--- src/rtl/cms_pix28_package.sv ---
// Shared constants and types for the CMS pix28 command/status path.
// Holds the test numbering and the testx status encoder state/error codes.
package cms_pix28_package;

  localparam logic [3:0] test_number_1 = 4'd1;
  localparam logic [3:0] test_number_2 = 4'd2;
  localparam logic [3:0] test_number_3 = 4'd3;
  localparam logic [3:0] test_number_4 = 4'd4;

  typedef enum logic [1:0] {
    IDLE  = 2'd0,
    RUN   = 2'd1,
    DONE  = 2'd2,
    ERROR = 2'd3
  } testx_status_state_t;

  localparam logic [1:0] ERR_NONE      = 2'd0;
  localparam logic [1:0] ERR_TEST      = 2'd1;
  localparam logic [1:0] ERR_TIMEOUT   = 2'd2;
  localparam logic [1:0] ERR_COLLISION = 2'd3;

  // Maps a one-hot start vector (bit k-1 = test k) to its test number.
  function automatic logic [3:0] start_to_test_number(input logic [3:0] start);
    logic [3:0] num;
    num = 4'd0;
    case (start)
      4'b0001: num = test_number_1;
      4'b0010: num = test_number_2;
      4'b0100: num = test_number_3;
      4'b1000: num = test_number_4;
      default: num = 4'd0;
    endcase
    return num;
  endfunction

endpackage

--- src/rtl/com_testx_watchdog.sv ---
// Saturating elapsed-cycle counter for one test run, with a timeout flag
// that fires on the last allowed cycle (TIMEOUT_CYCLES = 0 disables it).
module com_testx_watchdog #(
  parameter int                CNT_W          = 24,
  parameter logic [CNT_W-1:0]  TIMEOUT_CYCLES = 24'd10_000_000
) (
  input  logic             clk,
  input  logic             resetn,
  input  logic             clear,
  input  logic             enable,
  output logic [CNT_W-1:0] count,
  output logic             timeout_hit
);

  localparam logic [CNT_W-1:0] LAST_CYCLE = TIMEOUT_CYCLES - CNT_W'(1);

  // NOTE: sequential state uses non-blocking assignments so every register
  // samples the pre-edge values of its inputs.
  always_ff @(posedge clk or negedge resetn) begin
    if (!resetn) begin
      count <= '0;
    end else if (clear) begin
      count <= '0;
    end else if (enable && (count != '1)) begin
      count <= count + CNT_W'(1);
    end
  end

  generate
    if (TIMEOUT_CYCLES == '0) begin : g_no_timeout
      assign timeout_hit = 1'b0;
    end else begin : g_timeout
      assign timeout_hit = (count == LAST_CYCLE);
    end
  endgenerate

endmodule

--- src/rtl/com_testx_status_encoder.sv ---
// Tracks one active test from the start/done/error strobes of the test
// engines and encodes the outcome into a sticky, fully registered status word.
module com_testx_status_encoder
  import cms_pix28_package::*;
#(
  parameter int                CNT_W          = 24,
  parameter logic [CNT_W-1:0]  TIMEOUT_CYCLES = 24'd10_000_000
) (
  input  logic             clk,
  input  logic             resetn,
  input  logic             op_code_w_reset,
  input  logic             status_clear,
  input  logic [3:0]       test_start,
  input  logic [3:0]       test_done,
  input  logic [3:0]       test_error,
  output logic             status_busy,
  output logic             status_done,
  output logic [1:0]       status_err_code,
  output logic [3:0]       status_test_number,
  output logic [CNT_W-1:0] status_cycles,
  output logic             status_end_pulse
);

  testx_status_state_t state;
  logic [3:0]          active_mask;
  logic                any_start;
  logic                hit_error;
  logic                hit_done;
  logic                timeout_hit;
  logic                wd_clear;
  logic                wd_enable;

  assign any_start = |test_start;
  assign hit_error = |(test_error & active_mask);
  assign hit_done  = |(test_done & active_mask);
  assign wd_clear  = op_code_w_reset || ((state != RUN) && any_start);
  assign wd_enable = (state == RUN);

  com_testx_watchdog #(
    .CNT_W          (CNT_W),
    .TIMEOUT_CYCLES (TIMEOUT_CYCLES)
  ) u_watchdog (
    .clk         (clk),
    .resetn      (resetn),
    .clear       (wd_clear),
    .enable      (wd_enable),
    .count       (status_cycles),
    .timeout_hit (timeout_hit)
  );

  always_ff @(posedge clk or negedge resetn) begin
    if (!resetn) begin
      state              <= IDLE;
      active_mask        <= '0;
      status_busy        <= 1'b0;
      status_done        <= 1'b0;
      status_err_code    <= ERR_NONE;
      status_test_number <= '0;
      status_end_pulse   <= 1'b0;
    end else if (op_code_w_reset) begin
      state              <= IDLE;
      active_mask        <= '0;
      status_busy        <= 1'b0;
      status_done        <= 1'b0;
      status_err_code    <= ERR_NONE;
      status_test_number <= '0;
      status_end_pulse   <= 1'b0;
    end else begin
      status_end_pulse <= 1'b0;
      if (state == RUN) begin
        // Collision beats error, error beats done, done beats timeout.
        if (any_start) begin
          state            <= ERROR;
          status_busy      <= 1'b0;
          status_err_code  <= ERR_COLLISION;
          status_end_pulse <= 1'b1;
        end else if (hit_error) begin
          state            <= ERROR;
          status_busy      <= 1'b0;
          status_err_code  <= ERR_TEST;
          status_end_pulse <= 1'b1;
        end else if (hit_done) begin
          state            <= DONE;
          status_busy      <= 1'b0;
          status_done      <= 1'b1;
          status_end_pulse <= 1'b1;
        end else if (timeout_hit) begin
          state            <= ERROR;
          status_busy      <= 1'b0;
          status_err_code  <= ERR_TIMEOUT;
          status_end_pulse <= 1'b1;
        end
      end else if (any_start) begin
        // IDLE, DONE and ERROR all accept a new start; it outranks status_clear.
        status_done <= 1'b0;
        if ($onehot(test_start)) begin
          state              <= RUN;
          active_mask        <= test_start;
          status_busy        <= 1'b1;
          status_err_code    <= ERR_NONE;
          status_test_number <= start_to_test_number(test_start);
        end else begin
          state              <= ERROR;
          active_mask        <= '0;
          status_busy        <= 1'b0;
          status_err_code    <= ERR_COLLISION;
          status_test_number <= '0;
          status_end_pulse   <= 1'b1;
        end
      end else if ((state != IDLE) && status_clear) begin
        state              <= IDLE;
        active_mask        <= '0;
        status_done        <= 1'b0;
        status_err_code    <= ERR_NONE;
        status_test_number <= '0;
      end
    end
  end

endmodule

--- config.mk ---
export PLATFORM = sky130hd
export DESIGN_NAME = com_testx_status_encoder
export DESIGN_NICKNAME = d
export VERILOG_FILES = /design/src/rtl/cms_pix28_package.sv /design/src/rtl/com_testx_watchdog.sv /design/src/rtl/com_testx_status_encoder.sv
export SDC_FILE = /design/constraint.sdc
export NUM_CORES = 1
export LEC_CHECK = 0
export ABC_CLOCK_PERIOD_IN_PS = 1700
export CAP_MARGIN = 20
export CORE_ASPECT_RATIO = 0.75
export CORE_UTILIZATION = 46
export CTS_CLUSTER_DIAMETER = 50
export DETAILED_ROUTE_END_ITERATION = 6
export PLACE_DENSITY = 0.74
export SYNTH_ARGS = -nofsm -noshare
export SYNTH_HDL_FRONTEND = slang
export SYNTH_SLANG_ARGS = --single-unit
--- constraint.sdc ---
create_clock -name clk -period 1.7 [get_ports clk]
set_input_delay 0.34 -clock clk [delete_from_list [all_inputs] [get_ports clk]]
set_output_delay 0.34 -clock clk [all_outputs]
set_load 0.01 [all_outputs]
==> results of run 1 <==
critical path, stage by stage:
cell     delay [ps]
buf_2           110
inv_2            60
fa_1            490
inv_1            50
ha_2            190
ha_4            210
or3b_4          430
nand2_4         110
buf_6            90
nand3_1         110
o31ai_4          70
nor3_1           90
through the flow:
step / instance area (um2) / total power [W] / hold slack, ps / instances
global route: 3874 / 0.002162 / 317.3 / 444
global placement: 3342 / 0.001317 / 261.9 / 420
CTS: 3632 / 0.002018 / 324.7 / 437
floorplan: 2357 / 0.001131 / 44.41 / 260
finish: 3874 / 0.002080 / 319.5 / 444
detailed placement: 3342 / 0.001330 / 267.7 / 420
cell type report:
cell class,count,area [um2]
multi-input cells,204,1568
repair buffers,126,1131
flip-flops and latches,38,962.2
fillers,255,750.7
clock buffers,8,90.09
well taps,57,71.32
inverters,11,51.30
flip-flops by register name, summed over array words and instances (netlist names):
signal,count
status_end_pulse,1
status_test_number,3
status_done,1
status_err_code,2
u_watchdog.count,24
active_mask,4
state,2
status_busy,1
kinds of logic after synthesis:
logic type,after synthesis
and+or+nand+nor,120
AOI/OAI and AO/OA,62
DFF,38
buffers and inverters,20
adders and majority gates,7
xor gates and xnor gates,7
muxes,5
other,1
report_power, final:
part / total, W / internal (W) / switching, W
sequential: 0.000949 / 0.000928 / 0.0000208
clock: 0.000663 / 0.000331 / 0.000331
combinational: 0.000469 / 0.000218 / 0.000251
final timing paths:
check                                                        from                                end  slack [ps]  cells past startpoint
min in group asynchronous                                  resetn    u_watchdog.count[4]$_DFFE_PN0P_         480                      2
worst max register to register    u_watchdog.count[1]$_DFFE_PN0P_    u_watchdog.count[9]$_DFFE_PN0P_        -220                      6
worst min register to register  status_test_number[1]$_DFFE_PN0P_  status_test_number[1]$_DFFE_PN0P_         490                      2
worst min-delay path                                test_start[3]  status_test_number[0]$_DFFE_PN0P_         320                      4
worst max-delay path                                test_start[0]               state[1]$_DFFE_PN0P_        -470                     12
max in group asynchronous                                  resetn    u_watchdog.count[1]$_DFFE_PN0P_         650                      3
timing repair:
action	4_1_cts	5_1_grt
cloned	2	0
hold buffers	1	0
pin swaps	21	14
gates resized for setup	54	50
buffers inserted	6	7
setup endpoints to repair	42	51
hold endpoints to repair	14	0
cell usage after synthesis (4+ instances only):
cell type and n:
nor2_1 21, nand3_1 14, ha_1 6, a211oi_1 4, o21ai_0 8, nor3_1 7
nand4_1 6, xnor2_1 6, a21o_1 5, mux2i_1 4, and4_1 4, a21oi_1 19
dfrtp_1 38, a22oi_1 5, and2_1 4, inv_1 11, o31ai_1 5, nand2b_1 4
nand2_1 36, and3_1 4
per-layer routing:
| layer | up-vias | part of all wire | track usage |
|---|---|---|---|
| li1 | 1195 | - | - |
| met1 | 1360 | 0.42 | 0.4324 |
| met2 | 174 | 0.45 | 0.4024 |
| met3 | 39 | 0.098 | 0.06029 |
| met4 | 0 | 0.035 | 0.08686 |
| met5 | - | 0 | 0 |
==> impl_metrics.env, run 1 <==
export IMPL_status="complete, but fails checks"
export IMPL_violations="negative setup slack"
export IMPL_die_x_um=83.78
export IMPL_area_growth_synth_to_final_pct=67.90
export IMPL_wirelength_mm=8.720
export IMPL_final_util=0.8377
export IMPL_clock_sinks=38
export IMPL_hp_class="input pin to flop"
export IMPL_core_region_area_um2=4624
export IMPL_hold_viol=0
export IMPL_track_usage=0.2847
export IMPL_synthArstFlopShare=1.000
export IMPL_maxSlewHeadroom=0.6204
export IMPL_wire_per_inst_um=19.64
export IMPL_htree_levels=2
export IMPL_ir_worst_vdd_v=0.0006617
export IMPL_drt_initial_drc_count=310
export IMPL_leakagePower_nw=1.945
export IMPL_grt_remaining_overflow=0
export IMPL_setup_ws_ps=-473.8
export IMPL_yosys_area_share_simple=0.2766
export IMPL_grt_max_degree=17
export IMPL_synth_adder_area_share=0.04121
export IMPL_cts_tree="yes"
export IMPL_synth_distinct_cells=54
export IMPL_initial_core_util=0.4989
export IMPL_tightestPinTransition_ps=565.1
export IMPL_ys_seq_elements=38
export IMPL_synthXorXnorAreaFrac=0.02657
export IMPL_place_worst_setup_slack_ps=-1384
export IMPL_final_cell_mix="buf_4, nand2_1, dfrtp_1, clkdlybuf4s50_1, nor2_1"
export IMPL_drive_gt1_frac=0.4083
export IMPL_dp_hpwl_mm=5.281
export IMPL_worst_setup_path_type="input pin to flop"
export IMPL_grt_pass1_wl_mm=11.86
export IMPL_finalSetupTns_ps=-6584
export IMPL_place_congestion=0.8859
export IMPL_synthDominantCellAreaShare=0.4121
export IMPL_vias_per_cell=6.234
export IMPL_layout_commonest_cell="buf_4"
export IMPL_fp_dieH_um=63.34
export IMPL_clockBufferDepth=2
export IMPL_crit_required_ps=1880
export IMPL_ios=49
export IMPL_io_buffers=47
export IMPL_grt_pass1_vias=2390
export IMPL_fmax_mhz=460.0
export IMPL_max_cap_viol_count=0
export IMPL_min_period_ps=2174
export IMPL_via_count=2768
export IMPL_dr_pass1_iters=5
export IMPL_synth_compound_area_frac=0.1806
export IMPL_synthMuxAreaShare=0.02223
export IMPL_syn_area_um2=2307
export IMPL_nets=409
export IMPL_endpoint_kind="flop"
export IMPL_rsz0062_at_grt="true"
export IMPL_antennaDiodeCount=0
export IMPL_antenna_found_initial=0
export IMPL_syn_avg_cell_area_um2=8.874
export IMPL_final_antenna_net_count=0
export IMPL_cts_buffers=5
export IMPL_cts_root_buf="clkbuf_8"
export IMPL_startpoint_type="input pin"
export IMPL_ys_warn_count=0
export IMPL_synthCells=260
export IMPL_clock_latency_ps=300
export IMPL_drt_drc_violations_left=0
export IMPL_synth_top_cells_by_area="dfrtp_1, nand2_1, a21oi_1, nor2_1, ha_1"
export IMPL_setup_viol=31
export IMPL_synth_edff_count=0
export IMPL_yosys_area_top_type="dfrtp_1"
export IMPL_critPathMaxFanout=4
export IMPL_rows=21
export IMPL_ys_flop_type="dfrtp_1"
export IMPL_power_density_nw_per_um2=537.1
export IMPL_crit_arrival_ps=2350
export IMPL_syn_nets=283
export IMPL_synth_top_family_by_area="simple AND/OR/NAND/NOR gates"
export IMPL_slew_violations=0
export IMPL_die_area_um2=5306
export IMPL_period_share=1.279
export IMPL_yosysSeqAreaShare=0.4121
export IMPL_worst_clock_skew_ps=5.934
export IMPL_clkTransAtPathRegs_ps=70
Power figures use the tool's default switching activity.
==> run 2, diff against run 1 <==
- ABC_CLOCK_PERIOD_IN_PS: 1700 -> 2700
- CORE_UTILIZATION: 46 -> 55
- CTS_CLUSTER_SIZE: unset -> 14
- PLACE_DENSITY: 0.74 -> 0.83
- clock period: 1.7 -> 2.7 ns (I/O delays scaled with it)
==> impl_metrics.env, run 2 (synthesis gave the netlist of run 1 again) <==
export IMPL_status="finished clean"
export IMPL_final_antenna_net_count=0
export IMPL_drt_initial_drc_count=235
export IMPL_wirelength_mm=5.943
export IMPL_io_buffers=47
export IMPL_drive_gt1_frac=0.1393
export IMPL_final_util=0.7973
export IMPL_cts_resized=13
export IMPL_grt_max_degree=39
export IMPL_die_x_um=76.79
export IMPL_rsz0062_at_grt="false"
export IMPL_clock_sinks=38
export IMPL_maxSlewHeadroom=0.4366
export IMPL_critPathMaxFanout=4
export IMPL_startpoint_type="input pin"
export IMPL_htree_levels=2
export IMPL_wire_per_inst_um=15.85
export IMPL_worst_setup_path_type="input pin to flop"
export IMPL_endpoint_kind="flop"
export IMPL_cts_tree="yes"
export IMPL_grt_remaining_overflow=0
export IMPL_clock_latency_ps=300
export IMPL_layout_commonest_cell="clkdlybuf4s50_1"
export IMPL_core_region_area_um2=3827
export IMPL_postCtsSetupBuffers=0
export IMPL_setup_ws_ps=195.1
export IMPL_nets=345
export IMPL_nFillCells=269
export IMPL_clkTransAtPathRegs_ps=80
export IMPL_tightestPinTransition_ps=845.1
export IMPL_worst_clock_skew_ps=5.848
export IMPL_ios=49
export IMPL_track_usage=0.2859
export IMPL_finalSetupTns_ps=0
export IMPL_area_growth_synth_to_final_pct=32.27
export IMPL_grt_pass1_vias=2031
export IMPL_power_frac_comb=0.160
export IMPL_die_area_um2=4460
export IMPL_power_total_w=0.001294
export IMPL_largest_register_ffs=24
export IMPL_slew_violations=0
export IMPL_clockBufferDepth=2
export IMPL_via_count=2224
export IMPL_ir_worst_vdd_v=0.0003592
export IMPL_antennaDiodeCount=0
export IMPL_drt_drc_violations_left=0
export IMPL_dp_hpwl_mm=4.329
export IMPL_crit_arrival_ps=2710
export IMPL_leakagePower_nw=1.239
export IMPL_regMostFlops="u_watchdog.count"
export IMPL_clkPwrFrac=0.379
export IMPL_internal_power_w=0.0009485
export IMPL_power_share_sequential=0.460
export IMPL_cts_buffers=5
export IMPL_max_cap_viol_count=0
export IMPL_period_share=0.9277
export IMPL_rows=19
export IMPL_antenna_found_initial=0
export IMPL_min_period_ps=2505
export IMPL_hp_class="input pin to async pin"
export IMPL_power_density_nw_per_um2=424.1
export IMPL_sw_frac_of_total=0.2671
export IMPL_largestRegisters="u_watchdog.count: 24 flops, active_mask: 4 flops, status_test_number: 3 flops"
export IMPL_switching_power_w=0.0003456
export IMPL_dr_pass1_iters=4
export IMPL_crit_required_ps=2900
export IMPL_cts_root_buf="clkbuf_8"
export IMPL_setup_viol=0
export IMPL_place_worst_setup_slack_ps=-627.2
export IMPL_fmax_mhz=399.2
export IMPL_place_congestion=0.8473
export IMPL_fp_dieH_um=58.09
export IMPL_initial_core_util=0.6028
export IMPL_vias_per_cell=5.931
export IMPL_final_cell_mix="clkdlybuf4s50_1, dfrtp_1, nand2_1, nor2_1, a21oi_1"
export IMPL_grt_pass1_wl_mm=9.818
export IMPL_postCtsHoldBufs=0
export IMPL_hold_viol=0
run 2: cell count changes in the layout (fill, tap and decap cells not counted), moves of 5 or more:
| cell | previous run | this run |
|---|---|---|
| dfrtp_2 | 9 | 0 |
| dfrtp_1 | 29 | 38 |
| buf_6 | 7 | 0 |
| buf_4 | 71 | 17 |
| clkdlybuf4s50_1 | 22 | 43 |
| a21oi_1 | 10 | 19 |
| a21oi_2 | 10 | 2 |
| dlymetal6s2s_1 | 16 | 0 |
| nand2_1 | 30 | 35 |
run 2: routing by layer:
metal,global-route usage,vias to the layer above,share of wire
met4,0.09066,0,0.013
met5,0,-,0
li1,-,1070,-
met1,0.4315,1048,0.48
met2,0.3992,98,0.42
met3,0.07087,8,0.082
run 2: power by group through the flow:
stage                     combinational [W]  sequential, W  clock (W)
final                              0.000207       0.000596   0.000491
after global routing               0.000227       0.000598   0.000508
after CTS                          0.000206       0.000596   0.000488
after detailed placement           0.000197       0.000607          0
after global placement             0.000195       0.000607          0
after floorplan                   0.0000943       0.000609          0
run 2: area by class of cell:
class                   count  area, um2  share of cell area
clock buffers               5      68.82             0.02255
flip-flops and latches     38      950.9              0.3116
inverters                  11      41.29             0.01353
clock inverters             3      40.04             0.01312
well taps                  52      65.06             0.02132
multi-input cells         202       1296              0.4248
repair buffers             64      589.3              0.1931
run 2: critical path, cell delays in order:
cell	delay (ps)
dlygate4sd2_1	220
inv_2	50
fa_1	530
inv_1	40
ha_1	170
ha_1	270
or3b_4	420
nor2_4	130
nand2_1	100
o31ai_1	240
run 2: stage by stage:
step                      hold WS (ps)  area, um2  instances
after floorplan                  244.4       2307        260
after global placement           466.1       2917        367
after detailed placement         467.0       2917        367
after CTS                        374.4       3052        375
after global routing             415.6       3052        375
final                            343.3       3052        375
run 2: path summary, 6_finish.rpt:
kind | startpoint | end | slack [ps] | depth (start not counted)
worst min-delay path | resetn | u_watchdog.count[6]$_DFFE_PN0P_ | 340 | 1
min in group clk | status_test_number[1]$_DFFE_PN0P_ | status_test_number[1]$_DFFE_PN0P_ | 480 | 2
worst max-delay path | test_start[0] | status_test_number[1]$_DFFE_PN0P_ | 200 | 10
worst max register to register | u_watchdog.count[0]$_DFFE_PN0P_ | u_watchdog.count[15]$_DFFE_PN0P_ | 590 | 6
worst min register to register | status_test_number[1]$_DFFE_PN0P_ | status_test_number[1]$_DFFE_PN0P_ | 480 | 2
max in group asynchronous | resetn | status_test_number[1]$_DFFE_PN0P_ | 1830 | 1
==> run 3, diff against run 2 <==
- HOLD_SLACK_MARGIN: unset -> 0.1
==> results of run 3 <==
The final DEF is identical to that of run 2; final timing and power are the same.
